===== src/rtl/cache_pkg.sv =====
`default_nettype none
// ============================================================================
// Module      : cache_pkg
// Description : Shared types and constants for the I/D caches and the fill
//               controller that sits between them and main memory.
// Revision    : 1.0  initial release
// ============================================================================
package cache_pkg;

    typedef enum logic [1:0] {
        ST_IDLE  = 2'd0,
        ST_WRITE = 2'd1,
        ST_FILL  = 2'd2,
        ST_DONE  = 2'd3
    } fill_state_t;

    localparam int BLOCK_OFFSET_BITS = 4;
    localparam int WORD_IDX_BITS     = 3;
    localparam int FILL_CNT_W        = WORD_IDX_BITS + 1;

    localparam logic DST_I = 1'b0;
    localparam logic DST_D = 1'b1;

    // Byte offset of a 16-bit word within its block.
    function automatic logic [BLOCK_OFFSET_BITS-1:0] word_offset(
        input logic [WORD_IDX_BITS-1:0] idx
    );
        return {idx, 1'b0};
    endfunction

endpackage
`default_nettype wire


===== src/rtl/fill_counter.sv =====
`default_nettype none
// ============================================================================
// Module      : fill_counter
// Description : Block word counter with synchronous clear, enable and a
//               terminal flag that saturates the count at TERM.
// Revision    : 1.0  initial release
// ============================================================================
module fill_counter
    import cache_pkg::*;
#(
    parameter int TERM = 8
) (
    input  logic                     clk,
    input  logic                     rst,
    input  logic                     i_clr,
    input  logic                     i_en,
    output logic [WORD_IDX_BITS-1:0] o_idx,
    output logic                     o_term
);

    localparam logic [FILL_CNT_W-1:0] c_TERM = FILL_CNT_W'(TERM);

    logic [FILL_CNT_W-1:0] r_count;

    always_ff @(posedge clk or posedge rst) begin
        if (rst) begin
            r_count <= '0;
        end else if (i_clr) begin
            r_count <= '0;
        end else if (i_en && !o_term) begin
            r_count <= r_count + 1'b1;
        end
    end

    assign o_idx  = r_count[WORD_IDX_BITS-1:0];
    assign o_term = (r_count == c_TERM);

endmodule
`default_nettype wire


===== src/rtl/cache_fill_ctrl.sv =====
`default_nettype none
// ============================================================================
// Module      : cache_fill_ctrl
// Description : Serializes I/D cache misses and D-side write-through stores
//               onto one pipelined memory port and streams block fills back.
// Revision    : 1.0  initial release
// ============================================================================
module cache_fill_ctrl
    import cache_pkg::*;
#(
    parameter int ADDR_W          = 16,
    parameter int DATA_W          = 16,
    parameter int WORDS_PER_BLOCK = 8,
    parameter int MEM_LATENCY     = 4
) (
    input  logic                     clk,
    input  logic                     rst,
    input  logic                     i_miss,
    input  logic [ADDR_W-1:0]        i_miss_addr,
    input  logic                     d_miss,
    input  logic [ADDR_W-1:0]        d_miss_addr,
    input  logic                     d_wr,
    input  logic [ADDR_W-1:0]        d_wr_addr,
    input  logic [DATA_W-1:0]        d_wr_data,
    output logic                     mem_en,
    output logic                     mem_wr,
    output logic [ADDR_W-1:0]        mem_addr,
    output logic [DATA_W-1:0]        mem_wdata,
    input  logic [DATA_W-1:0]        mem_rdata,
    input  logic                     mem_valid,
    output logic                     fill_we,
    output logic                     fill_dst,
    output logic [WORD_IDX_BITS-1:0] fill_idx,
    output logic [ADDR_W-1:0]        fill_tag_addr,
    output logic [DATA_W-1:0]        fill_data,
    output logic                     fill_done,
    output logic                     d_wr_done
);

    generate
        if (WORDS_PER_BLOCK != (1 << WORD_IDX_BITS) || MEM_LATENCY < 1 ||
            ADDR_W <= BLOCK_OFFSET_BITS) begin : g_param_check
            $error("cache_fill_ctrl: unsupported block geometry or latency");
        end
    endgenerate

    fill_state_t               r_state;
    logic [ADDR_W-1:0]         r_base;
    logic                      r_dst;
    logic [ADDR_W-1:0]         r_wr_addr;
    logic [DATA_W-1:0]         r_wr_data;

    logic                      w_in_fill;
    logic                      w_cnt_clr;
    logic                      w_iss_en;
    logic                      w_iss_term;
    logic [WORD_IDX_BITS-1:0]  w_iss_idx;
    logic                      w_rcv_en;
    logic                      w_rcv_term;
    logic [WORD_IDX_BITS-1:0]  w_rcv_idx;
    logic                      w_rcv_last;

    assign w_in_fill  = (r_state == ST_FILL);
    assign w_cnt_clr  = !w_in_fill;
    assign w_iss_en   = w_in_fill && !w_iss_term;
    // Returns are accepted only while filling; stray or post-reset ones vanish.
    assign w_rcv_en   = w_in_fill && mem_valid && !w_rcv_term;
    assign w_rcv_last = w_rcv_en && (&w_rcv_idx);

    fill_counter #(.TERM(WORDS_PER_BLOCK)) u_issue_cnt (
        .clk    (clk),
        .rst    (rst),
        .i_clr  (w_cnt_clr),
        .i_en   (w_iss_en),
        .o_idx  (w_iss_idx),
        .o_term (w_iss_term)
    );

    fill_counter #(.TERM(WORDS_PER_BLOCK)) u_recv_cnt (
        .clk    (clk),
        .rst    (rst),
        .i_clr  (w_cnt_clr),
        .i_en   (w_rcv_en),
        .o_idx  (w_rcv_idx),
        .o_term (w_rcv_term)
    );

    always_ff @(posedge clk or posedge rst) begin
        if (rst) begin
            r_state   <= ST_IDLE;
            r_base    <= '0;
            r_dst     <= DST_I;
            r_wr_addr <= '0;
            r_wr_data <= '0;
        end else begin
            case (r_state)
                // Data side first: the M-stage request is older than F-stage.
                ST_IDLE: begin
                    if (d_wr) begin
                        r_state   <= ST_WRITE;
                        r_wr_addr <= d_wr_addr;
                        r_wr_data <= d_wr_data;
                    end else if (d_miss) begin
                        r_state <= ST_FILL;
                        r_dst   <= DST_D;
                        r_base  <= {d_miss_addr[ADDR_W-1:BLOCK_OFFSET_BITS],
                                    {BLOCK_OFFSET_BITS{1'b0}}};
                    end else if (i_miss) begin
                        r_state <= ST_FILL;
                        r_dst   <= DST_I;
                        r_base  <= {i_miss_addr[ADDR_W-1:BLOCK_OFFSET_BITS],
                                    {BLOCK_OFFSET_BITS{1'b0}}};
                    end
                end
                ST_WRITE: r_state <= ST_IDLE;
                ST_FILL: begin
                    if (w_rcv_last) begin
                        r_state <= ST_DONE;
                    end
                end
                ST_DONE:  r_state <= ST_IDLE;
                default:  r_state <= ST_IDLE;
            endcase
        end
    end

    always_comb begin
        mem_en    = 1'b0;
        mem_wr    = 1'b0;
        mem_addr  = '0;
        mem_wdata = '0;
        case (r_state)
            ST_WRITE: begin
                mem_en    = 1'b1;
                mem_wr    = 1'b1;
                mem_addr  = r_wr_addr;
                mem_wdata = r_wr_data;
            end
            ST_FILL: begin
                if (w_iss_en) begin
                    mem_en   = 1'b1;
                    // OR, not add: the block base has a zero offset field.
                    mem_addr = r_base | ADDR_W'(word_offset(w_iss_idx));
                end
            end
            default: begin
            end
        endcase
    end

    assign fill_we       = w_rcv_en;
    assign fill_dst      = r_dst;
    assign fill_idx      = w_rcv_idx;
    assign fill_tag_addr = r_base;
    assign fill_data     = w_rcv_en ? mem_rdata : '0;
    assign fill_done     = (r_state == ST_DONE);
    assign d_wr_done     = (r_state == ST_WRITE);

endmodule
`default_nettype wire


===== config.mk =====
export PLATFORM = sky130hd
export DESIGN_NAME = cache_fill_ctrl
export DESIGN_NICKNAME = d
export VERILOG_FILES = /design/src/rtl/cache_pkg.sv /design/src/rtl/fill_counter.sv /design/src/rtl/cache_fill_ctrl.sv
export SDC_FILE = /design/constraint.sdc
export NUM_CORES = 1
export LEC_CHECK = 0
export CAP_MARGIN = 20
export CELL_PAD_IN_SITES_DETAIL_PLACEMENT = 2
export CELL_PAD_IN_SITES_GLOBAL_PLACEMENT = 2
export CORE_ASPECT_RATIO = 1.75
export CORE_MARGIN = 5
export CORE_UTILIZATION = 23
export CTS_BUF_LIST = sky130_fd_sc_hd__clkbuf_4 sky130_fd_sc_hd__clkbuf_8
export DETAILED_ROUTE_END_ITERATION = 10
export PLACE_DENSITY_LB_ADDON = 0.1
export SLEW_MARGIN = 25
export SYNTH_ARGS = -nofsm -noshare
export SYNTH_HDL_FRONTEND = slang
export SYNTH_HIERARCHICAL = 1
export SYNTH_SLANG_ARGS = --single-unit

===== constraint.sdc =====
create_clock -name clk -period 2.4 [get_ports clk]
set_clock_uncertainty 0.05 [all_clocks]
set_input_delay 0.48 -clock clk [delete_from_list [all_inputs] [get_ports clk]]
set_output_delay 0.48 -clock clk [all_outputs]
set_load 0.05 [all_outputs]

; ---- Word-level counts from Yosys, hierarchy flattened
; Cells that the tools add are included.
[classes]
add_sub_neg = 2
n_mul = 0
div = 0
magnitude_cmp = 0
n_eq_ne = 9
n_shift = 0
muxes = 20
bitwise = 2
reduce_logical = 15
[op_table]
columns = op, n
row1 = $mux 16, 5
row2 = $pmux 16 s2, 1
row3 = $mux 4, 4
row4 = $or 16x4->16, 1
row5 = $add 4x1->4 const B, 2
row6 = $eq 4x4->1 const B, 2
row7 = $mux 2, 4
row8 = $logic_and 1x1->1, 6
row9 = $ne 2x1->1 const B, 3
row10 = $pmux 2 s3, 1
row11 = $reduce_and 3->1, 2
row12 = $eq 2x2->1 const B, 2
row13 = $mux 1, 4
row14 = $ne 4x4->1 const B, 1
row15 = $reduce_and 2->1, 2
row16 = $eq 2x1->1 const B, 1
row17 = $logic_not 1->1, 2
row18 = $logic_not 2->1, 1
row19 = $pmux 1 s2, 1
row20 = $reduce_bool 2->1, 1
row21 = $reduce_or 2->1, 1
row22 = $not 1->1, 1
[word_totals]
reg_bits = 59
latchBits = 0
ram_bits = 0
romBits = 0
inputBits = 86
output_inout_bits = 73
word_cells = 55
n_memories = 0

; ---- Longest topological paths before layout
; Gate-level depths: netlist of run 1.
[logic_depth]
depth_word = 6
ltp_mapped = 10
depth_no_buf = 8

; ---- Hierarchy
; Netlist of run 1, hierarchy kept.
[by_module_without_submodules]
columns = mod, n_inst, cells_per_inst, area_each_um2, seq_area_each_um2
row1 = cache_fill_ctrl, 1, 214, 2461.1, 1176.1
row2 = fill_counter, 2, 28, 259.0, 100.1

; ---- Least setup slack after synthesis of run 1
; OpenSTA, ideal clock, no wires.
[synth_timing]
path_type = flip-flop to output port
startpoint = register r_state[1]
endpoint = output port mem_addr[7]
t_arrival_ps = 2064
t_required_ps = 1870
setup_slack_ps = -194
path_stages_with_launch = 7
n_path_buf = 2
path_cell_list = dfrtp_1 -> inv_1 -> ha_1 -> and2_1 -> buf_2 -> buf_2 -> a32o_1
[synth_between]
word_cells_on_any_way = 5
classes_between = 2 x eq/ne / 2 x mux / 1 x reduce/logical
[synth_rtl]
columns = item, line_no
row1 = "start, declared", cache_fill_ctrl.sv:47  ; fill_state_t r_state;
row2 = "start signal, assigned", cache_fill_ctrl.sv:90  ; r_state <= ST_IDLE;
row3 = "start signal, assigned", cache_fill_ctrl.sv:100  ; r_state <= ST_WRITE;
row4 = "start signal, assigned", cache_fill_ctrl.sv:104  ; r_state <= ST_FILL;
row5 = $eq 2x1->1, n/a
row6 = via d_wr_done, cache_fill_ctrl.sv:37  ; output logic d_wr_done
row7 = $pmux 16 s2, cache_fill_ctrl.sv:132  ; case (r_state)
row8 = "end, declared", cache_fill_ctrl.sv:27  ; output logic [ADDR_W-1:0] mem_addr,
; The timed path passes the listed nets, and every way through them passes these cells.

; ---- Worst setup path in the final report of run 1
[layout_timing]
startpoint = register u_issue_cnt.r_count[0]
endpoint = output port mem_addr[14]
[layout_between]
elab_chain_cells = 5
[layout_lines]
columns = item, line_no
row1 = "start, declared", fill_counter.sv:23  ; logic [FILL_CNT_W-1:0] r_count;
row2 = "start signal, assigned", fill_counter.sv:31  ; r_count <= r_count + 1'b1;
row3 = $eq 4x4->1, fill_counter.sv:36  ; assign o_term = (r_count == c_TERM);
row4 = via w_iss_term, cache_fill_ctrl.sv:56  ; logic w_iss_term;
row5 = $logic_not 1->1, cache_fill_ctrl.sv:65  ; assign w_iss_en = w_in_fill && !w_iss_term;
row6 = $logic_and 1x1->1, cache_fill_ctrl.sv:65
row7 = via w_iss_en, cache_fill_ctrl.sv:55  ; logic w_iss_en;
row8 = $mux 16, cache_fill_ctrl.sv:140  ; if (w_iss_en) begin
row9 = $pmux 16 s2, cache_fill_ctrl.sv:132
; The timed path passes the listed nets, and every way through them passes these cells.

==> flow_summary.json, run 1 <==
{
  "p_int_mw": 4.21,
  "r2r_cells": 16,
  "multi_input_area_um2": 1620,
  "hp-class": "in -> async",
  "clock_sinks": 55,
  "rr_endpoint": "u_issue_cnt/r_count[0]",
  "avgSynthCellArea_um2": 11.0,
  "h-tree-depth": 2,
  "power_leakage_nw": 2.47,
  "power.switching_mw": 3.43,
  "drt_wl_total_um": 11600,
  "rsz0062_at_grt": "yes",
  "insertion_delay_ps": 320,
  "crit_cells": 9,
  "pwr-share-comb": 0.718,
  "synth_area_um2": 2980,
  "drive_gt1_frac": 0.429,
  "timing.hold.ws_ps": 390,
  "cp_slowest_stage_delay_ps": 420,
  "drt-initial-drc-count": 23,
  "worstPathRequired_ps": 1870,
  "hold_violations": 0,
  "reg2reg_from": "u_issue_cnt/r_count[0]",
  "cts_buffer_depth": 2,
  "utilization": 0.449,
  "antenna_found_initial": 0,
  "setup.worst_path.start_class": "flop",
  "wl_met2_um": 6990,
  "dieArea_um2": 15400,
  "drt_pass1_iterations": 4,
  "timing.final.ws_setup_ps": -20.9,
  "io_pins": 159,
  "synthCells": 270,
  "switching_share": 0.449,
  "worst_slew_pin_slew_ps": 529,
  "fillers": 1316,
  "gp_congestion": 0.657,
  "period_share": 1.01,
  "vdd_drop_max_mv": 0.570,
  "finalCriticalPeriod_ps": 2420,
  "seqCellArea_um2": 1380,
  "pwr-share-seq": 0.210,
  "setup_viol": 11,
  "drc": 0,
  "gr-total-overflow": 0,
  "tns_ps": -189,
  "grt_pass1_wl_um": 17000,
  "p_per_area_nw_per_um2": 1330,
  "status": "finished, violations left",
  "cts_tree": "built",
  "die_w_um": 96.0,
  "cp_top_family": "flip-flops",
  "top_layer": "met4",
  "synth_seq_cells": 55,
  "rows": 55,
  "dpl.hpwl_um": 8570,
  "layout-area-overhead-vs-synth_pct": 92.7,
  "fin_nets": 536,
  "vias_per_cell": 4.38,
  "synth_top_area_cell": "dfrtp_1",
  "crit_slowest_cell": "dfrtp_1",
  "placement.setup.worst_slack_ps": 149,
  "coreArea_um2": 12800,
  "arrival_ps": 1890,
  "crit_fanout": 9,
  "grt_max_degree": 48,
  "yosysWarningCount": 6,
  "n_antenna_cell": 0,
  "wl_per_cell_um": 18.9,
  "rrSetupSlack_ps": 70,
  "slew_headroom": 0.646,
  "ys_top_cells_by_area": "dfrtp_1 46%, mux2_2 12%, and2_1 7.1%, mux2i_1 4.7%, a22o_1 4.4%",
  "dieHeight_um": 161,
  "cts-root-buf": "clkbuf_8",
  "cts_hold_buf": 0,
  "portBuffers": 146,
  "fmax_ghz": 0.413,
  "clkTransAtPathRegs_ps": 110,
  "critPathBufInv": 3,
  "cts_made_buffers": 5,
  "grt_pass1_vias": 3060,
  "cp_common_cell": "buf_12",
  "crit_chain": "inv_2 > ha_4 > nand2_4 > nor2_4 > nor2_2 > and2_4 > buf_12 > a22o_4 > buf_12",
  "maxSlewViolCount": 0,
  "postRouteAntennaNets": 0,
  "p_clk_frac": 0.071,
  "maxCapViolations": 0,
  "layout_commonest_cell": "clkdlybuf4s50_1",
  "routed-wl-met3_um": 637,
  "synth_top_area_frac": 0.462,
  "drt-met1-wl_um": 3780,
  "critPathCaptureType": "output port",
  "violations": "setup timing",
  "start_util": 0.233,
  "via_count": 2680,
  "total_power_mw": 7.64,
  "grt.total_usage": 0.145,
  "synth_cell_types": 32,
  "crit_type": "reg -> out",
  "seq_area_frac_synth": 0.462,
  "final_cell_mix": "93 x clkdlybuf4s50_1, 57 x buf_12, 53 x dfrtp_1"
}
==> repair_timing <==
item                       4_1_cts  5_1_grt
setup endpoints to repair       33       33
cloned                           0        2
resized for setup               46       18
pin swaps                        7       17
setup buffers                   22        2
==> per-stage QoR <==
| stage | instances | cell area [um2] |
|---|---|---|
| 6_report | 612 | 5740 |
| 2_1_floorplan | 273 | 2990 |
| 4_1_cts | 609 | 5580 |
| 3_5_place_dp | 579 | 5180 |
| 3_3_place_gp | 579 | 5180 |
| 5_1_grt | 612 | 5740 |
==> state kept, by name, indices dropped and copies added (netlist names) <==
name,cells
fill_tag_addr,12
u_issue_cnt/r_count,4
r_state,2
u_recv_cnt/r_count,4
fill_dst,1
r_wr_data,16
r_wr_addr,16
==> how the worst max path moves through the flow <==
stage                                      start             to  slack, ps
after floorplan            u_recv_cnt/r_count[0]  fill_data[10]          5
after global placement                r_state[0]   mem_addr[11]        180
after detailed placement              r_state[0]         mem_en        150
after CTS                 u_issue_cnt/r_count[0]   mem_addr[10]        -20
after global routing      u_issue_cnt/r_count[0]   mem_addr[10]       -100
final                     u_issue_cnt/r_count[0]   mem_addr[14]        -20
==> worst register-to-register path: stages, from the launching register on <==
cell and delay [ps]:
dfrtp_1 400, inv_2 70, buf_6 110, buf_4 120, buf_4 120, buf_4 120, buf_4 120, buf_4 120
buf_4 120, buf_4 120, buf_4 120, buf_4 120, buf_4 120, buf_4 120, buf_6 110, nor2_4 90
mux2_4 140
==> synth_stat cells (all sizes together) <==
library cell   n
a21oi         14
a22o          15
a2bb2oi        1
a32o           1
a41o           1
and2          34
and3           1
and3b          1
buf           25
clkbuf         1
conb           1
dfrtp         55
ha            10
inv           10
mux2          34
mux2i         14
nand2         11
nand2b         4
nand3          1
nand4          2
nor2          23
nor2b          3
o21a           2
o2bb2ai        1
or2            1
or3b           2
xor2           2
==> power by group through the flow <==
stage	Combinational (mW)	Sequential (mW)	Clock (mW)
2_1_floorplan	2.40	1.91	0
3_3_place_gp	4.93	1.57	0
3_5_place_dp	5.01	1.61	0
4_1_cts	5.37	1.59	0.588
5_1_grt	5.76	1.66	0.620
6_report	5.49	1.61	0.546
==> routing by layer <==
layer	global-route usage	vias up
met4	0.0350	0
met2	0.293	90
met3	0.0356	7
li1	-	1236
met5	0	-
met1	0.139	1347
==> final cells by class <==
cell class              count  area share
repair buffers            186       0.418
clock inverters             2     0.00218
multi-input cells         182       0.282
well taps                 171      0.0373
flip-flops and latches     55       0.240
inverters                  10     0.00697
clock buffers               6      0.0133
==> cell families after synthesis <==
group | count (synthesis) | synth area share
AND/OR/NAND/NOR | 83 | 0.151
XOR/XNOR | 2 | 0.00588
AO/OA/AOI/OAI | 35 | 0.0874
flip-flops | 55 | 0.462
adder cells (fa/ha/maj) | 10 | 0.0420
multiplexers | 48 | 0.178
other | 1 | 0.00126
buffers and inverters | 36 | 0.0722
No activity file was read; power rests on OpenSTA's default activity.
==> run 2: changes to the inputs <==
--- a/config.mk
+++ b/config.mk
@@ -10,9 +10,11 @@
 export CELL_PAD_IN_SITES_GLOBAL_PLACEMENT = 2
 export CORE_ASPECT_RATIO = 1.75
 export CORE_MARGIN = 5
-export CORE_UTILIZATION = 23
+export CORE_UTILIZATION = 38
 export CTS_BUF_LIST = sky130_fd_sc_hd__clkbuf_4 sky130_fd_sc_hd__clkbuf_8
+export CTS_CLUSTER_SIZE = 14
 export DETAILED_ROUTE_END_ITERATION = 10
+export DONT_BUFFER_PORTS = 1
 export PLACE_DENSITY_LB_ADDON = 0.1
 export SLEW_MARGIN = 25
 export SYNTH_ARGS = -nofsm -noshare
==> flow_summary.json, run 2 (synthesized netlist as in run 1, its figures left out) <==
{
  "endpoint": "mem_addr[8]",
  "rows": 42,
  "switching_share": 0.481,
  "p_int_mw": 4.06,
  "multi_input_area_um2": 1690,
  "crit_start": "r_state[1]",
  "cts_tree": "built",
  "vias_per_cell": 5.60,
  "dp.cells": 407,
  "layout-area-overhead-vs-synth_pct": 57.6,
  "crit_type": "reg -> out",
  "grt_pass1_vias": 2949,
  "gr-total-overflow": 0,
  "seqCellArea_um2": 1380,
  "portBuffers": 0,
  "vdd_drop_max_mv": 1.04,
  "status": "finished, violations left",
  "drc": 0,
  "rsz0062_at_grt": "yes",
  "cts_made_buffers": 5,
  "rr_endpoint": "u_issue_cnt/r_count[2]",
  "antenna_found_initial": 1,
  "slew_headroom": 0.588,
  "dieArea_um2": 9780,
  "h-tree-depth": 2,
  "p_clk_frac": 0.092,
  "hold_violations": 0,
  "maxCapViolations": 0,
  "power.switching_mw": 3.75,
  "gp_congestion": 0.693,
  "drt_pass1_iterations": 6,
  "arrival_ps": 1990,
  "worst_slew_pin_slew_ps": 618,
  "drt-initial-drc-count": 62,
  "clkTransAtPathRegs_ps": 120,
  "drt_wl_total_um": 13600,
  "setup.worst_path.start_class": "flop",
  "grt_pass1_wl_um": 18900,
  "pwr-share-comb": 0.664,
  "dpl.hpwl_um": 7540,
  "fmax_ghz": 0.397,
  "fin_nets": 448,
  "placement.setup.worst_slack_ps": 6.82,
  "rrSetupSlack_ps": -50,
  "fillers": 655,
  "postRouteAntennaNets": 0,
  "clock_sinks": 55,
  "drive_gt1_frac": 0.538,
  "finalCriticalPeriod_ps": 2520,
  "power_leakage_nw": 2.13,
  "io_pins": 159,
  "grt_max_degree": 32,
  "reg2reg_from": "r_state[0]",
  "crit_fanout": 7,
  "start_util": 0.391,
  "hp-class": "in -> reg",
  "cts_buffer_depth": 2,
  "stdcell_count": 442,
  "maxSlewViolCount": 0,
  "coreArea_um2": 7620,
  "final_cell_mix": "55 x dfrtp_1, 50 x buf_12, 38 x buf_4",
  "pwr-share-seq": 0.244,
  "via_count": 2474,
  "cts-root-buf": "clkbuf_8",
  "wl_per_cell_um": 30.9,
  "layout_commonest_cell": "dfrtp_1",
  "setup_viol": 17,
  "timing.final.ws_setup_ps": -122,
  "insertion_delay_ps": 360,
  "r2r_cells": 15,
  "critPathCaptureType": "output port",
  "grt.total_usage": 0.259,
  "worstPathRequired_ps": 1870,
  "die_w_um": 76.9,
  "violations": "setup timing",
  "dieHeight_um": 127,
  "period_share": 1.05,
  "p_per_area_nw_per_um2": 1660
}
[run 2: cell types whose count changed in the layout (fill, tap and decap cells not counted), sizes merged, moves of 2 or more]
cell | previous run | this run
and3b | 1 | 4
buf | 90 | 93
clkbuf | 8 | 6
clkdlybuf4s50 | 93 | 0
[run 2: metal layers]
layer / share of wire / global-route usage / routed length (um)
met5: 0 / 0 / 0
met4: 0.047 / 0.131 / 637
met3: 0.050 / 0.0634 / 679
met2: 0.58 / 0.496 / 7910
met1: 0.32 / 0.250 / 4420
[run 2: critical path: stages (launching register included)]
cell and delay (ps):
dfrtp_1 440, buf_4 190, ha_4 160, inv_2 80, nor2_4 50, and2_4 180, buf_8 150, a22o_4 240
buf_12 150
[run 2: cell type report]
| type | instances | area share |
|---|---|---|
| multi-input combinational | 186 | 0.359 |
| tap | 88 | 0.0234 |
| timing repair buffer | 94 | 0.290 |
| inverter | 10 | 0.00799 |
| sequential | 55 | 0.293 |
| antenna | 1 | 0.000533 |
| clock inverter | 2 | 0.00826 |
| clock buffer | 6 | 0.0176 |
[run 2: worst min path at each step]
stage                        startpoint                endpoint  slack [ps]  cells after the start
after global routing      d_wr_data[12]           r_wr_data[12]         190                      1
after detailed placement            rst   u_recv_cnt/r_count[3]         210                      1
after CTS                  d_wr_data[5]            r_wr_data[5]         230                      1
final                     d_wr_data[12]           r_wr_data[12]         210                      1
after global placement              rst   u_recv_cnt/r_count[3]         220                      1
after floorplan                     rst  u_issue_cnt/r_count[0]         200                      1
[run 2: metrics by stage]
step | power, mW | hold slack, ps | utilization | setup TNS (ps) | cell area (um2)
after floorplan | 4.30 | 196 | - | 0 | 2990
after global placement | 5.99 | 223 | 0.535 | 0 | 4080
after detailed placement | 6.18 | 214 | 0.535 | 0 | 4080
after CTS | 7.27 | 228 | 0.589 | -209 | 4480
after global routing | 8.10 | 193 | 0.616 | -3130 | 4700
final | 7.81 | 215 | 0.616 | -1660 | 4700
[run 2: power by group through the flow]
stage          Clock (mW)  Combinational (mW)  Sequential (mW)
5_1_grt             0.779                5.37             1.95
3_5_place_dp            0                4.33             1.85
6_report            0.715                5.19             1.91
2_1_floorplan           0                2.40             1.91
4_1_cts             0.708                4.73             1.83
3_3_place_gp            0                4.20             1.80
[run 2: timing repair]
item / CTS / global route
setup endpoints to repair: 50 / 54
buffers inserted: 15 / 8
cloned: 3 / 1
gates resized for setup: 44 / 27
hold endpoints to repair: 26 / 0
pin swaps: 16 / 11
hold buffers: 1 / 0
==> run 3: changes to the inputs <==
--- a/config.mk
+++ b/config.mk
@@ -10,13 +10,14 @@
 export CELL_PAD_IN_SITES_GLOBAL_PLACEMENT = 2
 export CORE_ASPECT_RATIO = 1.75
 export CORE_MARGIN = 5
-export CORE_UTILIZATION = 38
+export CORE_UTILIZATION = 30
 export CTS_BUF_LIST = sky130_fd_sc_hd__clkbuf_4 sky130_fd_sc_hd__clkbuf_8
 export CTS_CLUSTER_SIZE = 14
 export DETAILED_ROUTE_END_ITERATION = 10
 export DONT_BUFFER_PORTS = 1
+export GPL_TIMING_DRIVEN = 1
 export PLACE_DENSITY_LB_ADDON = 0.1
-export SLEW_MARGIN = 25
+export SLEW_MARGIN = 0
 export SYNTH_ARGS = -nofsm -noshare
 export SYNTH_HDL_FRONTEND = slang
 export SYNTH_HIERARCHICAL = 1
==> flow_summary.json, run 3 (synthesized netlist as in run 1, its figures left out) <==
{
  "status": "finished, violations left",
  "violations": "setup timing",
  "crit_type": "reg -> out",
  "grt_max_degree": 27,
  "fmax_ghz": 0.413,
  "grt.total_usage": 0.158,
  "dieHeight_um": 142,
  "timing.final.ws_setup_ps": -19.0,
  "finalCriticalPeriod_ps": 2420,
  "layout-area-overhead-vs-synth_pct": 49.6,
  "arrival_ps": 1890,
  "rsz0062_at_grt": "yes",
  "fin_nets": 428,
  "n_antenna_cell": 0,
  "timing.hold.ws_ps": 26.4,
  "drt-initial-drc-count": 48,
  "fin_area_um2": 4460,
  "total_power_mw": 6.92,
  "start_util": 0.304,
  "via_count": 2262,
  "clock_sinks": 55,
  "period_share": 1.01,
  "setup.worst_path.start_class": "flop",
  "drc": 0,
  "wl_per_cell_um": 20.9,
  "r2r_cells": 9,
  "worst_slew_pin_slew_ps": 544,
  "p_per_area_nw_per_um2": 1550,
  "cts_made_buffers": 5,
  "drt_pass1_iterations": 4,
  "antenna_found_initial": 0,
  "layout_commonest_cell": "dfrtp_1",
  "cts-root-buf": "clkbuf_8",
  "drive_gt1_frac": 0.449,
  "hold_violations": 0,
  "hp-class": "in -> async",
  "gr-total-overflow": 0,
  "worstPathRequired_ps": 1870,
  "maxSlewViolCount": 0,
  "critPathCaptureType": "output port",
  "cts_tree": "built",
  "coreArea_um2": 9790,
  "h-tree-depth": 2,
  "io_pins": 159,
  "final_cell_mix": "55 x dfrtp_1, 50 x buf_12, 32 x mux2_2, 32 x and2_1, 22 x buf_4",
  "power_leakage_nw": 1.97,
  "vias_per_cell": 4.95,
  "insertion_delay_ps": 310,
  "crit_fanout": 8,
  "postRouteAntennaNets": 0,
  "maxCapViolations": 0,
  "die_w_um": 85.3,
  "vdd_drop_max_mv": 0.748,
  "gp_congestion": 0.685,
  "portBuffers": 0,
  "drt_wl_total_um": 9570,
  "dieArea_um2": 12100,
  "slew_headroom": 0.638,
  "placed_area_um2": 4090,
  "grt_pass1_wl_um": 14700,
  "cts_buffer_depth": 2,
  "rows": 48,
  "dpl.hpwl_um": 7120,
  "setup_viol": 1,
  "clkTransAtPathRegs_ps": 100,
  "grt_pass1_vias": 2573
}
-- run 3: cell count changes in the layout (fill, tap and decap cells not counted), sizes merged --
cell / previous run / this run
buf: 93 / 75
and2: 35 / 34
and3b: 4 / 3
diode: 1 / 0
inv: 11 / 10
-- run 3: final timing paths --
check	from	slack, ps	end
min in group clk	d_wr_data[15]	260	r_wr_data[15]
max in group asynchronous	rst	1630	u_issue_cnt/r_count[2]
min reg2reg	r_wr_data[0]	460	r_wr_data[0]
min	rst	30	r_wr_addr[2]
max	u_issue_cnt/r_count[1]	-20	mem_addr[7]
max reg2reg	r_state[0]	290	u_recv_cnt/r_count[2]
-- run 3: metrics by stage --
stage	setup slack [ps]	setup TNS [ps]	std cells	util
CTS	-59.7	-59.9	454	0.447
detailed placement	34.9	0	437	0.418
global route	-99.3	-1140	457	0.455
global placement	54.7	0	437	0.418
floorplan	4.85	0	273	-
finish	-19.0	-19.0	457	0.455
-- run 3: power breakdown --
| part | internal (mW) | total, mW | switching [mW] |
|---|---|---|---|
| logic | 2.05 | 4.32 | 2.27 |
| clock network | 0.318 | 0.622 | 0.304 |
| registers | 1.33 | 1.97 | 0.645 |
-- run 3: layout make-up --
cell class	count	area, um2
tap	125	156
clock buffer	6	76.3
timing repair buffer	76	1230
multi-input combinational	184	1550
sequential	55	1380
clock inverter	1	30.0
inverter	10	40.0
fill	963	5330
-- run 3: routing by layer --
metal  routed length [um]  GRT usage
met1                 3210      0.158
met2                 5450      0.310
met3                  805     0.0471
met4                  105     0.0400
met5                    0          0
-- run 3: critical path: stages, from the launching register on --
cell and delay [ps]:
dfrtp_1 400, inv_2 70, ha_4 140, nand2_4 60, nor2_4 100, nor2_4 40
and2_4 180, buf_12 140, a32o_2 280, buf_12 150
-- run 3: repair_timing --
item | CTS | global route
setup endpoints to repair | 33 | 45
setup buffers | 6 | 3
gates resized for setup | 27 | 12
gates cloned | 3 | 0
pin swaps | 5 | 6
hold endpoints to repair | 8 | 0
hold buffers | 1 | 0
